<file path="src/rtl/sumsub_pkg.sv">
// rtl/sumsub_pkg.sv - shared dual-rail encodings, FSM states and helpers for sumsub_serial_dr
//
// Purpose: dual-rail pair constants, the controller state enum and small
//          encode/decode/legality helpers used by the cell and the top level.
// Ports:   none (package).
package sumsub_pkg;

  localparam logic [1:0] DR_NULL = 2'b00;
  localparam logic [1:0] DR_0    = 2'b01;
  localparam logic [1:0] DR_1    = 2'b10;
  localparam logic [1:0] DR_ILL  = 2'b11;

  typedef enum logic [1:0] {
    ST_IDLE = 2'd0,
    ST_RUN  = 2'd1,
    ST_DONE = 2'd2
  } state_t;

  function automatic logic [1:0] dr_encode(input logic b);
    return b ? DR_1 : DR_0;
  endfunction

  // Only a legal logic-1 pair decodes to 1; NULL and illegal read as 0.
  function automatic logic dr_decode(input logic [1:0] p);
    return p[1] & ~p[0];
  endfunction

  function automatic logic dr_legal(input logic [1:0] p);
    return p[1] ^ p[0];
  endfunction

endpackage

</file>
<file path="src/rtl/dr_sumsub_cell.sv">
// rtl/dr_sumsub_cell.sv - one logical bit of dual-rail add/subtract
//
// Purpose: full adder on dual-rail pairs with B optionally inverted by op.
// Ports:
//   a, b, op, cin  in  2  dual-rail operand bits, mode and carry in
//   sum, cout      out 2  dual-rail sum and carry out; NULL if any input
//                         pair is not a legal 01/10 code
module dr_sumsub_cell
  import sumsub_pkg::*;
(
  input  logic [1:0] a,
  input  logic [1:0] b,
  input  logic [1:0] op,
  input  logic [1:0] cin,
  output logic [1:0] sum,
  output logic [1:0] cout
);

  logic all_ok;
  logic av, bv, cv;

  always_comb begin
    all_ok = dr_legal(a) & dr_legal(b) & dr_legal(op) & dr_legal(cin);
    av     = dr_decode(a);
    bv     = dr_decode(b) ^ dr_decode(op);
    cv     = dr_decode(cin);
    sum    = DR_NULL;
    cout   = DR_NULL;
    // Without complete operands the cell stays NULL rather than guessing.
    if (all_ok) begin
      sum  = dr_encode(av ^ bv ^ cv);
      cout = dr_encode((av & bv) | (av & cv) | (bv & cv));
    end
  end

endmodule

</file>
<file path="src/rtl/sumsub_serial_dr.sv">
// rtl/sumsub_serial_dr.sv - digit-serial dual-rail add/subtract engine
//
// Purpose: computes A + (B ^ op) + carry_in over WIDTH/DIGIT cycles, DIGIT
//          bits per cycle, with a dual-rail carry register between cycles.
// Ports:
//   clk, rst              in   clock; synchronous active-high reset
//   in_valid / in_ready   in/out  operand handshake (ready only in IDLE)
//   A, B                  in   2*WIDTH dual-rail operands (bit i at [2i+1:2i])
//   op, carry_in          in   2 dual-rail mode (1 = subtract) and carry in
//   out_valid / out_ready out/in  result handshake
//   out, carry_out        out  dual-rail result and MSB carry (NULL when idle)
//   ovf, zero             out  signed overflow and result-is-zero flags
//   err                   out  one-cycle pulse on a discarded illegal transfer
module sumsub_serial_dr
  import sumsub_pkg::*;
#(
  parameter int WIDTH = 16,
  parameter int DIGIT = 2
) (
  input  logic               clk,
  input  logic               rst,
  input  logic               in_valid,
  output logic               in_ready,
  input  logic [2*WIDTH-1:0] A,
  input  logic [2*WIDTH-1:0] B,
  input  logic [1:0]         op,
  input  logic [1:0]         carry_in,
  output logic               out_valid,
  input  logic               out_ready,
  output logic [2*WIDTH-1:0] out,
  output logic [1:0]         carry_out,
  output logic               ovf,
  output logic               zero,
  output logic               err
);

  localparam int N  = WIDTH / DIGIT;
  localparam int CW = (N > 1) ? $clog2(N) : 1;
  localparam int W2 = 2 * WIDTH;
  localparam int D2 = 2 * DIGIT;

  generate
    if (DIGIT < 1 || (WIDTH % DIGIT) != 0) begin : g_bad_params
      $error("sumsub_serial_dr: WIDTH must be a positive multiple of DIGIT");
    end
  endgenerate

  state_t          state;
  logic [CW-1:0]   cnt;
  logic [W2-1:0]   a_sh, b_sh, res_sh, res_next;
  logic [1:0]      op_r, carry_r, msb_cin_r;
  logic            err_r;
  logic            in_legal, zero_all;
  logic [D2-1:0]   sum_digit;
  logic [D2+1:0]   chain;

  // Every pair of every input must be 01/10 for a transfer to be accepted.
  always_comb begin
    in_legal = dr_legal(op) & dr_legal(carry_in);
    for (int i = 0; i < WIDTH; i++) begin
      in_legal = in_legal & dr_legal(A[2*i +: 2]) & dr_legal(B[2*i +: 2]);
    end
  end

  // Ripple chain for the current digit: low DIGIT pairs of the shifters.
  assign chain[1:0] = carry_r;

  genvar g;
  generate
    for (g = 0; g < DIGIT; g++) begin : g_cell
      dr_sumsub_cell u_cell (
        .a    (a_sh[2*g +: 2]),
        .b    (b_sh[2*g +: 2]),
        .op   (op_r),
        .cin  (chain[2*g +: 2]),
        .sum  (sum_digit[2*g +: 2]),
        .cout (chain[2*g+2 +: 2])
      );
    end
  endgenerate

  // Result digits enter at the top, so after N cycles digit 0 sits at bit 0.
  always_comb begin
    res_next            = res_sh >> D2;
    res_next[W2-1 -: D2] = sum_digit;
  end

  always_ff @(posedge clk) begin
    if (rst) begin
      state     <= ST_IDLE;
      cnt       <= '0;
      a_sh      <= '0;
      b_sh      <= '0;
      res_sh    <= '0;
      op_r      <= DR_NULL;
      carry_r   <= DR_NULL;
      msb_cin_r <= DR_NULL;
      err_r     <= 1'b0;
    end else begin
      err_r <= 1'b0;
      case (state)
        ST_IDLE: begin
          if (in_valid) begin
            if (in_legal) begin
              a_sh    <= A;
              b_sh    <= B;
              op_r    <= op;
              carry_r <= carry_in;
              cnt     <= '0;
              state   <= ST_RUN;
            end else begin
              err_r <= 1'b1;
            end
          end
        end
        ST_RUN: begin
          a_sh      <= a_sh >> D2;
          b_sh      <= b_sh >> D2;
          res_sh    <= res_next;
          carry_r   <= chain[D2 +: 2];
          // Carry into the last cell; on the final digit this feeds ovf.
          msb_cin_r <= chain[D2-2 +: 2];
          if (cnt == CW'(N - 1)) begin
            cnt   <= '0;
            state <= ST_DONE;
          end else begin
            cnt <= cnt + 1'b1;
          end
        end
        ST_DONE: begin
          if (out_ready) state <= ST_IDLE;
        end
        default: state <= ST_IDLE;
      endcase
    end
  end

  always_comb begin
    zero_all = 1'b1;
    for (int i = 0; i < WIDTH; i++) begin
      zero_all = zero_all & (res_sh[2*i +: 2] == DR_0);
    end
  end

  assign in_ready  = (state == ST_IDLE);
  assign out_valid = (state == ST_DONE);
  assign out       = out_valid ? res_sh : '0;
  assign carry_out = out_valid ? carry_r : DR_NULL;
  assign ovf       = out_valid & (dr_decode(msb_cin_r) ^ dr_decode(carry_r));
  assign zero      = out_valid & zero_all;
  assign err       = err_r;

endmodule

</file>
<file path="config.mk">
export PLATFORM = sky130hd
export DESIGN_NAME = sumsub_serial_dr
export DESIGN_NICKNAME = d
export VERILOG_FILES = /design/src/rtl/sumsub_pkg.sv /design/src/rtl/dr_sumsub_cell.sv /design/src/rtl/sumsub_serial_dr.sv
export SDC_FILE = /design/constraint.sdc
export NUM_CORES = 1
export LEC_CHECK = 0
export CAP_MARGIN = 30
export CORE_UTILIZATION = 45
export DETAILED_ROUTE_END_ITERATION = 6
export PLACE_DENSITY_LB_ADDON = 0.15
export SYNTH_ARGS = -nofsm -noshare
export SYNTH_HDL_FRONTEND = slang
export SYNTH_SLANG_ARGS = --single-unit
</file>
<file path="constraint.sdc">
create_clock -name clk -period 2.4 [get_ports clk]
set_input_delay 0.36 -clock clk [delete_from_list [all_inputs] [get_ports clk]]
set_output_delay 0.36 -clock clk [all_outputs]
set_load 0.02 [all_outputs]
</file>
# Yosys cells after proc, flatten, opt, wreduce, memory -nomap -nowiden
# Cells that the tools add are included.
word_totals:
  ff_bits: 108
  input_bits: 72
op_classes:
  addsub: 1
  eq_ne: 23
  n_mux: 29
  n_bitwise: 132
  n_reduce_logical: 6
ops:
  columns: ["cell", "count"]
  rows:
  - ["two-way mux 32 bit", 5]
  - ["case mux 32 bit (2 select lines)", 2]
  - ["bitwise AND 1 bit", 70]
  - ["bitwise XOR 1 bit", 48]
  - ["equality test 2 x 1 -> 1 bit (second input constant)", 17]
  - ["two-way mux 2 bit", 15]
  - ["NOT 1 bit", 10]
  - ["two-way mux 3 bit", 3]
  - ["case mux 2 bit (3 select lines)", 1]
  - ["case mux 3 bit (2 select lines)", 1]
  - ["AND reduction 3 bit", 2]
  - ["inequality test 2 x 1 -> 1 bit (second input constant)", 2]
  - ["inequality test 2 bit (second input constant)", 2]
  - ["bitwise OR 1 bit", 4]
  - ["case mux 2 bit (2 select lines)", 1]
  - ["AND reduction 4 bit", 1]
  - ["adder 3 x 1 -> 3 bit (second input constant)", 1]
  - ["equality test 3 bit (second input constant)", 1]
  - ["OR reduction 3 bit", 1]
  - ["equality test 2 bit (second input constant)", 1]
  - ["zero test 2 bit", 1]
  - ["nonzero test 2 bit", 1]
  - ["two-way mux 1 bit", 1]

# Depth between registers and ports, before layout
# Gate-level depths: netlist of the first run.
depth:
  depth_word: 37
  ltp_mapped: 9

# Modules after synthesis
# Synthesis of the first run repeated with hierarchy kept, for this count alone.
unflattened:
  hier_cells: 605
  area_unflattened_um2: 5296.3
modules_own_cells:
  columns: ["module", "instances", "cells_each", "area_each_um2", "seq_area_each_um2"]
  rows:
  - ["sumsub_serial_dr", 1, 573, 5033.6, 2162.1]
  - ["dr_sumsub_cell", 2, 16, 131.4, 0.0]

# Worst setup path before layout of the first run
# No wires, ideal clock.
synth_timing:
  kind: "flip-flop to flip-flop"
  from: "register b_sh[0]"
  to: "register res_sh[31]"
  arrival_ns: 1.958
  t_required_ns: 2.272
  setup_slack_ns: 0.315
  stages_incl_launch_ff: 8
  path_buffers: 0
  path_cell_list: "dfxtp_1 inv_1 ha_1 or4_1 nor2_1 fa_1 a22oi_1 nor2_1"
synth_via:
  elab_chain_len: 13
  word_cells_on_any_way: 20
synth_lines:
  columns: ["element", "line", "text"]
  rows:
  - ["start: declaration", "sumsub_serial_dr.sv:50", "logic [W2-1:0] a_sh, b_sh, res_sh, res_next;"]
  - ["start signal: assignment", "sumsub_serial_dr.sv:118", "b_sh <= b_sh >> D2;"]
  - ["NOT 1 bit", "sumsub_pkg.sv:25", "return p[1] & ~p[0];"]
  - ["bitwise AND 1 bit", "sumsub_pkg.sv:25", null]
  - ["bitwise XOR 1 bit", "dr_sumsub_cell.sv:25", "bv = dr_decode(b) ^ dr_decode(op);"]
  - ["bitwise AND 1 bit", "dr_sumsub_cell.sv:32", "cout = dr_encode((av & bv) | (av & cv) | (bv & cv));"]
  - ["bitwise OR 1 bit (2 in a row)", "dr_sumsub_cell.sv:32", null]
  - ["two-way mux 2 bit", "sumsub_pkg.sv:20", "return b ? DR_1 : DR_0;"]
  - ["two-way mux 2 bit *", "dr_sumsub_cell.sv:30", "if (all_ok) begin"]
  - ["NOT 1 bit", "sumsub_pkg.sv:25", null]
  - ["bitwise AND 1 bit", "sumsub_pkg.sv:25", null]
  - ["bitwise XOR 1 bit", "dr_sumsub_cell.sv:31", "sum = dr_encode(av ^ bv ^ cv);"]
  - ["two-way mux 2 bit", "sumsub_pkg.sv:20", null]
  - ["two-way mux 2 bit *", "dr_sumsub_cell.sv:30", null]
  - ["end signal: assignment", "sumsub_serial_dr.sv:119", "res_sh <= res_next;"]
  - ["end: declaration", "sumsub_serial_dr.sv:50", null]
# Every way passes the cells marked *; elsewhere a longest branch is shown, timed or not.
# A chain may end at the register's enable or synchronous reset.

# Worst setup path after layout of the first run
layout_timing:
  from: "input A[25]"
  to: "register a_sh[20]"
layout_via:
  elab_chain_len: 11
layout_lines:
  columns: ["element", "line", "text"]
  rows:
  - ["start: declaration", "sumsub_serial_dr.sv:24", "input logic [2*WIDTH-1:0] A,"]
  - ["bitwise XOR 1 bit", "sumsub_pkg.sv:29", "return p[1] ^ p[0];"]
  - ["bitwise AND 1 bit (8 in a row)", "sumsub_serial_dr.sv:61", "in_legal = in_legal & dr_legal(A[2*i +: 2]) & dr_legal(B[2*i +: 2]);"]
  - ["inequality test 2 x 1 -> 1 bit (no line)", null, null]
  - ["AND reduction 3 bit (no line)", null, null]
  - ["end signal: assignment", "sumsub_serial_dr.sv:117", "a_sh <= a_sh >> D2;"]
  - ["end: declaration", "sumsub_serial_dr.sv:50", null]
# No other way between the ends.

==> results of run 1 <==
[sequential cells by signal, indices dropped and copies added (netlist names), 2 cells and up]
register and cells:
op_r 2, a_sh 32, cnt 3, state 2
res_sh 32, b_sh 32, carry_r 2, msb_cin_r 2
[cell usage in the layout (no fill, tap or decap), types with 3 or more instances in the layout]
cell	n
inv_1	11
nor4_1	5
xnor2_1	28
a22oi_1	4
nand4_1	6
dlygate4sd2_1	10
a21oi_1	45
clkbuf_16	9
a311oi_1	56
ha_1	8
dfxtp_1	107
buf_12	4
nand3_1	6
nand2_1	190
dlymetal6s2s_1	23
clkdlybuf4s50_1	76
buf_4	21
nor2_1	76
xor2_1	9
nor3_1	5
and2_1	33
o21ai_1	4
nor2b_1	3
[through the flow]
step	total power, µW	worst slack [ns]
final	3690	0.140
after global routing	3810	0.0168
after CTS	3700	0.00147
after detailed placement	2110	-0.269
after global placement	2110	-0.212
after floorplan	1910	0.315
[tightest hold or removal path: stages (launching register included)]
cell	delay (ns)
dfxtp_1	0.31
nand2_1	0.05
a21oi_1	0.05
[metal layers]
layer  global-route usage, %  vias up
met5                       0        -
met4                    11.0        0
met3                    3.32       30
met2                    37.4      148
met1                    31.2     2299
li1                        -     2456
[logic make-up after synthesis]
family,share of synthesized area [%]
AOI/OAI and AO/OA,15.2
and+or+nand+nor,28.4
xor gates and xnor gates,6.25
DFF,41.7
adders and majority gates,2.70
buffers and inverters,5.79
[cell type report]
cell class              count  area share, %
inverters                  11          0.603
multi-input cells         500           40.3
repair buffers            136           20.3
well taps                 140           2.56
clock buffers              10           3.49
clock inverters             5           1.22
flip-flops and latches    108           31.6
[power breakdown]
part / switching [µW] / leakage (µW) / total (µW) / internal, µW
logic: 127 / 0.00183 / 284 / 158
registers: 0.343 / 0.000870 / 1790 / 1790
clock network: 673 / 0.000151 / 1610 / 942
total: 800 / 0.00285 / 3690 / 2890
[worst paths after layout]
path,startpoint,end,slack (ns)
worst max-delay path,A[25],a_sh[20]$_SDFFE_PP0P_,0.14
worst min-delay path,a_sh[28]$_SDFFE_PP0P_,a_sh[28]$_SDFFE_PP0P_,0.46
worst max register to register,a_sh[0]$_SDFFE_PP0P_,res_sh[31]$_SDFFE_PP0P_,0.17
worst min register to register,a_sh[28]$_SDFFE_PP0P_,a_sh[28]$_SDFFE_PP0P_,0.46
[repair_timing]
action / in CTS / in global routing
pin swaps: 0 / 0
gates resized for setup: 11 / 29
setup endpoints to repair: 33 / 81
buffers inserted: 0 / 0
==> results by group, run 1 <==
GRT
  • Total gr overflow: 0
  • Initial antenna violation count: 0
  • Largest net degree at the start of global routing: 57
  • GRT Total Usage: 23.4%
  • First-pass GRT wire length: 21700 µm
  • Vias in the first global route: ~4400

Logic synthesis
  • Post-synthesis cell count: 670
  • Register area share after synthesis: 41.7%
  • Top cells by count, synth: nand2_1, dfxtp_1, nor2_1
  • Synth area leader: dfxtp_1
  • Area share of the largest cell type after synthesis: 41.7%
  • Mapped Area: 0.00518 mm²
  • Async SR Flop Fraction: 0%
  • Synth cell types: 33
  • Synth area leaders: dfxtp_1, nand2_1, a311oi_1
  • Seq cells post-synth: 108
  • Post-Syn Nets: between 700 and 800
  • Most numerous cell in the Yosys netlist: nand2_1
  • Ys Warns: 0
  • Synth Area per Inst: a little under 8 µm²
  • EDFF count, synth: 0
  • Top_reg_cell synth: dfxtp_1

Clocking
  • Clk_lat worst skew: 0.34 ns
  • # hold bufs at CTS: 0
  • Clock root cell: clkbuf_16
  • Htree depth: 3
  • Max clock buf depth: 2
  • CTS Buf Count: 9
  • Clk slew on worst S/H paths: 0.07 ns
  • CTS tree: built
  • Clock sink count: 108

STA
  • Fmax: 443 MHz
  • Final Hold Fails: 0
  • Slew at the pin closest to its max-slew limit: 0.543 ns
  • Slew HR: 63.8%
  • Hold WS: around 0.46 ns
  • Period minus WS final: approximately 2.3 ns
  • Worst Skew: 0.00749 ns
  • Final setup viols: 0
  • RSZ-0062 raised after global routing: no
  • Number of slew-limit violations in the final report: 0
  • Period utilisation layout: 94.1%
  • Setup TNS: 0 ns

Placed design
  • DP Area: 0.00646 mm²
  • Dpl cells: just under 900
  • Gpl congestion: 0.823
  • Estimated wirelength of the detail-placed design: 9710 µm
  • I/O Buffers: 110

Setup path
  • Critical path capture point type: flop
  • CP Data Arrival Time: 2.51 ns
  • Slowest stage delay, CP: 0.47 ns
  • Reg2reg path depth: 7
  • Critical path's top delay family: simple AND/OR/NAND/NOR gates
  • CP Class: in2reg
  • Cell-by-cell trace of the critical path: clkdlybuf4s50_1 -> xnor2_1 -> nor4_1 -> buf_4 -> nand4_1 -> and4bb_4 -> buf_12 -> nand2_1 -> a311oi_1
  • WP data required: 2.65 ns
  • Crit path max fanout: 34
  • Nature of the critical path startpoint: input pin
  • CP Buf/Inv Count: 3
  • CP max stage cell: clkdlybuf4s50_1
  • Levels on crit path: 9

Worst hold path
  • Path type of the worst min-delay path: reg2reg
  • Hold depth: 2

Finish
  • Antenna Cells: 0
  • Layout cells sized above 1: 6.62%
  • Final Instance Count excl. Fillers: 910
  • Finished Cell Area: 0.00685 mm²
  • Final nets: 848
  • Storage cell area: 0.00216 mm²
  • Filler cell count: approximately 1000
  • Area growth syn-to-layout: 32.1%
  • Final core occ: 62.1%
  • Multi-input logic area: approximately 0.0028 mm²

Drt
  • Initial DRC count: around 280
  • Detail Route Antenna Nets: 0
  • Vias per cell: approximately 5.4
  • Highest Signal Layer: met4
  • Routed vias: 4933
  • Met1 wire length: 6180 µm
  • TritonRoute pass-1 iters: 5
  • Number of remaining DRC errors: 0
  • Met2 wire len: around 6300 µm
  • Met3 wire length: 699 µm
  • WL/cell: roughly 15 µm
  • Wirelength, routed: 13700 µm

Power and ir drop
  • Leakage Power: between 0.002 and 0.003 µW
  • Peak VDD IR: 321 µV
  • Pwr dens: 539 mW/mm²

Die
  • Core Footprint: 0.0110 mm²
  • Std cell rows: 38
  • I/O pin cnt: 111
  • Starting Density: 47.0%
  • Area of the die: 0.0120 mm²
  • Die Wd: between 100 and 150 µm
  • Die height: 109 µm

Job
  • Max Cap Violations: 0

Outcome
  • Status: complete, no violations
Note: power is estimated with default switching activity, not from simulation.
==> inputs of run 2 (changes only) <==
--- a/config.mk
+++ b/config.mk
@@ -8,7 +8,9 @@
 export CAP_MARGIN = 30
 export CORE_UTILIZATION = 45
 export DETAILED_ROUTE_END_ITERATION = 6
+export HOLD_SLACK_MARGIN = 0.02
 export PLACE_DENSITY_LB_ADDON = 0.15
+export SKIP_LAST_GASP = 1
 export SYNTH_ARGS = -nofsm -noshare
 export SYNTH_HDL_FRONTEND = slang
 export SYNTH_SLANG_ARGS = --single-unit
==> results of run 2 <==
Final layout, timing and power as in run 1 (identical DEF).
==> inputs of run 3 (changes only) <==
==> constraint.sdc (replaced) <==
create_clock -name clk -period 2.03 [get_ports clk]
set_input_delay 0.3045 -clock clk [delete_from_list [all_inputs] [get_ports clk]]
set_output_delay 0.3045 -clock clk [all_outputs]
set_load 0.02 [all_outputs]
==> results by group, run 3 (synthesized netlist as in run 1, its figures left out) <==
Outcome
  • Failing checks: setup timing
  • Status: finished, violations left (was complete, no violations)

Setup path
  • WP data required: 2.24 ns (was 2.65 ns)
  • CP Class: reg2reg (was in2reg)
  • Nature of the critical path startpoint: flop (was input pin)
  • Crit path max fanout: 3 (was 34)
  • Cell-by-cell trace of the critical path: inv_2 -> ha_4 -> or4_4 -> nor2_4 -> fa_1 -> a22oi_1 -> nor2_1 (was clkdlybuf4s50_1 -> xnor2_1 -> nor4_1 -> buf_4 -> nand4_1 -> and4bb_4 -> buf_12 -> nand2_1 -> a311oi_1)
  • CP Data Arrival Time: 2.29 ns (was 2.51 ns)
  • Critical path capture point type: flop (unchanged)
  • Slowest stage delay, CP: 0.55 ns (was 0.47 ns)
  • CP max stage cell: or4_4 (was clkdlybuf4s50_1)

Power and ir drop
  • Switch share: 22.9% (was 21.7%)
  • Leakage Power: 0.00310 µW (was 0.00285 µW)
  • Reg power frac: 50.3% (was 48.5%)
  • Psw: 965 µW (was 800 µW)
  • Combinational share of power: 8.3% (was 7.7%)
  • Total chip power: 4210 µW (was 3690 µW)
  • P_int: 3240 µW (was 2890 µW)
  • Clock Power Share: 41.3% (was 43.8%)
  • Peak VDD IR: 344 µV (was 321 µV)
  • Pwr dens: 567 mW/mm² (was 539 mW/mm²)

Clocking
  • CTS tree: built (unchanged)
  • Htree depth: 3 (unchanged)
  • Clk_lat worst skew: 0.35 ns (was 0.34 ns)
  • CTS Buf Count: 9 (unchanged)
  • Clk slew on worst S/H paths: 0.07 ns (about the same)
  • Max clock buf depth: 2 (unchanged)
  • # hold bufs at CTS: 0 (unchanged)
  • Clock root cell: clkbuf_16 (unchanged)
  • Clock sink count: 108 (unchanged)

Die
  • Area of the die: 0.0120 mm² (unchanged)
  • Die height: 109 µm (unchanged)
  • Starting Density: 47.0% (unchanged)
  • Std cell rows: 38 (unchanged)
  • I/O pin cnt: 111 (unchanged)
  • Die Wd: 109 µm (unchanged)
  • Core Footprint: 0.0110 mm² (unchanged)

Finish
  • Final nets: 884 (was 848)
  • Area growth syn-to-layout: 43.1% (was 32.1%)
  • Antenna Cells: 0 (unchanged)
  • Most common cell after layout, fill and taps aside: nand2_1 (unchanged)
  • Layout cells sized above 1: 22.6% (was 6.62%)
  • Regs by FF count: a_sh (32), b_sh (32), res_sh (32) (unchanged)
  • Commonest cells after routing, fill and taps aside: nand2_1, dfxtp_1, nor2_1, dlygate4sd2_1 (was nand2_1, dfxtp_1, nor2_1, clkdlybuf4s50_1, a311oi_1)

Placed design
  • I/O Buffers: 110 (unchanged)
  • Estimated wirelength of the detail-placed design: 9750 µm (was 9710 µm)
  • Gpl congestion: 0.796 (was 0.823)

STA
  • Setup TNS: -0.0476 ns (was 0 ns)
  • Final setup viols: 1 (was 0)
  • Period minus WS final: 2.08 ns
  • Slew HR: 52.9% (was 63.8%)
  • Number of slew-limit violations in the final report: 0 (unchanged)
  • Worst setup margin: -0.0476 ns (was 0.140 ns)
  • Fmax: 481 MHz
  • Worst Skew: 0.00774 ns (was 0.00749 ns)
  • Final Hold Fails: 0 (unchanged)
  • RSZ-0062 raised after global routing: yes (was no)
  • Slew at the pin closest to its max-slew limit: 0.707 ns (was 0.543 ns)
  • Period utilisation layout: 102%

Job
  • Max Cap Violations: 0 (unchanged)

GRT
  • Largest net degree at the start of global routing: 88 (was 57)
  • Vias in the first global route: 4933 (was 4421)
  • First-pass GRT wire length: 23900 µm (was 21700 µm)
  • GRT Total Usage: 25.8% (was 23.4%)
  • Initial antenna violation count: 0 (unchanged)
  • Total gr overflow: 0 (unchanged)

Drt
  • Wirelength, routed: 15600 µm (was 13700 µm)
  • Detail Route Antenna Nets: 0 (unchanged)
  • Routed vias: 5166 (was 4933)
  • Initial DRC count: 319 (was 284)
  • Number of remaining DRC errors: 0 (unchanged)
  • TritonRoute pass-1 iters: 5 (unchanged)
  • Vias per cell: 5.46 (was 5.42)
  • WL/cell: 16.4 µm (was 15.0 µm)

Worst hold path
  • Path type of the worst min-delay path: in2reg (was reg2reg)
-- run 3: cell types whose count changed in the layout (fill, tap and decap cells not counted), sizes merged, moves of 8 or more --
cell,previous run,this run
buf,27,64
clkdlybuf4s50,76,3
dlymetal6s2s,23,15
dlygate4sd2,10,49
clkdlybuf4s15,0,9
clkbuf,10,44
-- run 3: cell type report --
class | instances | area (µm²)
Clock buffer | 12 | 236
Clock inverter | 4 | 50.0
Fill cell | 908 | 3610
Inverter | 11 | 41.3
Multi-Input combinational cell | 500 | 3160
Sequential cell | 108 | 2170
Tap cell | 140 | 175
Timing Repair Buffer | 172 | 1580
-- run 3: critical path, delay by kind of cell (launching register included) --
| kind | cells | cell delay [ns] |
|---|---|---|
| AO/OA/AOI/OAI | 1 | 0.17 |
| adder cells (fa/ha/maj) | 2 | 0.64 |
| buffers and inverters | 1 | 0.05 |
| flip-flops | 1 | 0.36 |
| AND/OR/NAND/NOR | 3 | 0.73 |
-- run 3: repair_timing --
action	in CTS	in global routing
setup buffers	11	3
endpoints found under the setup margin	109	74
gates resized for setup	141	120
cloned	5	0
pin swaps	37	47
-- run 3: worst paths after layout --
check | from | end | slack (ns) | depth (start not counted)
min | A[30] | a_sh[30]$_SDFFE_PP0P_ | 0.23 | 3
max reg2reg | a_sh[0]$_SDFFE_PP0P_ | res_sh[31]$_SDFFE_PP0P_ | -0.05 | 7
min reg2reg | b_sh[29]$_SDFFE_PP0P_ | b_sh[29]$_SDFFE_PP0P_ | 0.46 | 2
max | a_sh[0]$_SDFFE_PP0P_ | res_sh[31]$_SDFFE_PP0P_ | -0.05 | 7
-- run 3: power by group through the flow --
stage / clock [µW] / sequential [µW] / combinational [µW]
finish: 1740 / 2120 / 350
global route: 1830 / 2120 / 364
CTS: 1750 / 2120 / 331
detailed placement: 0 / 2170 / 330
global placement: 0 / 2170 / 330
floorplan: 0 / 2170 / 94.6
-- run 3: per-stage QoR --
step                hold slack (ns)  area (µm²)  std cells  setup slack, ns  util, %
floorplan                     0.432        5200        670         -0.00300        -
global placement              0.440        6650        915           -0.553     60.3
detailed placement            0.449        6650        915           -0.610     60.3
CTS                           0.360        7350        946           -0.115     66.6
global route                  0.251        7420        947           -0.129     67.3
finish                        0.226        7420        947          -0.0476     67.3
-- run 3: layer usage --
metal,GRT usage (%),up-vias,routed length [µm]
li1,-,2532,-
met1,33.9,2437,6780
met2,42.8,170,7590
met3,3.50,27,785
met4,10.3,0,415
met5,0,-,0
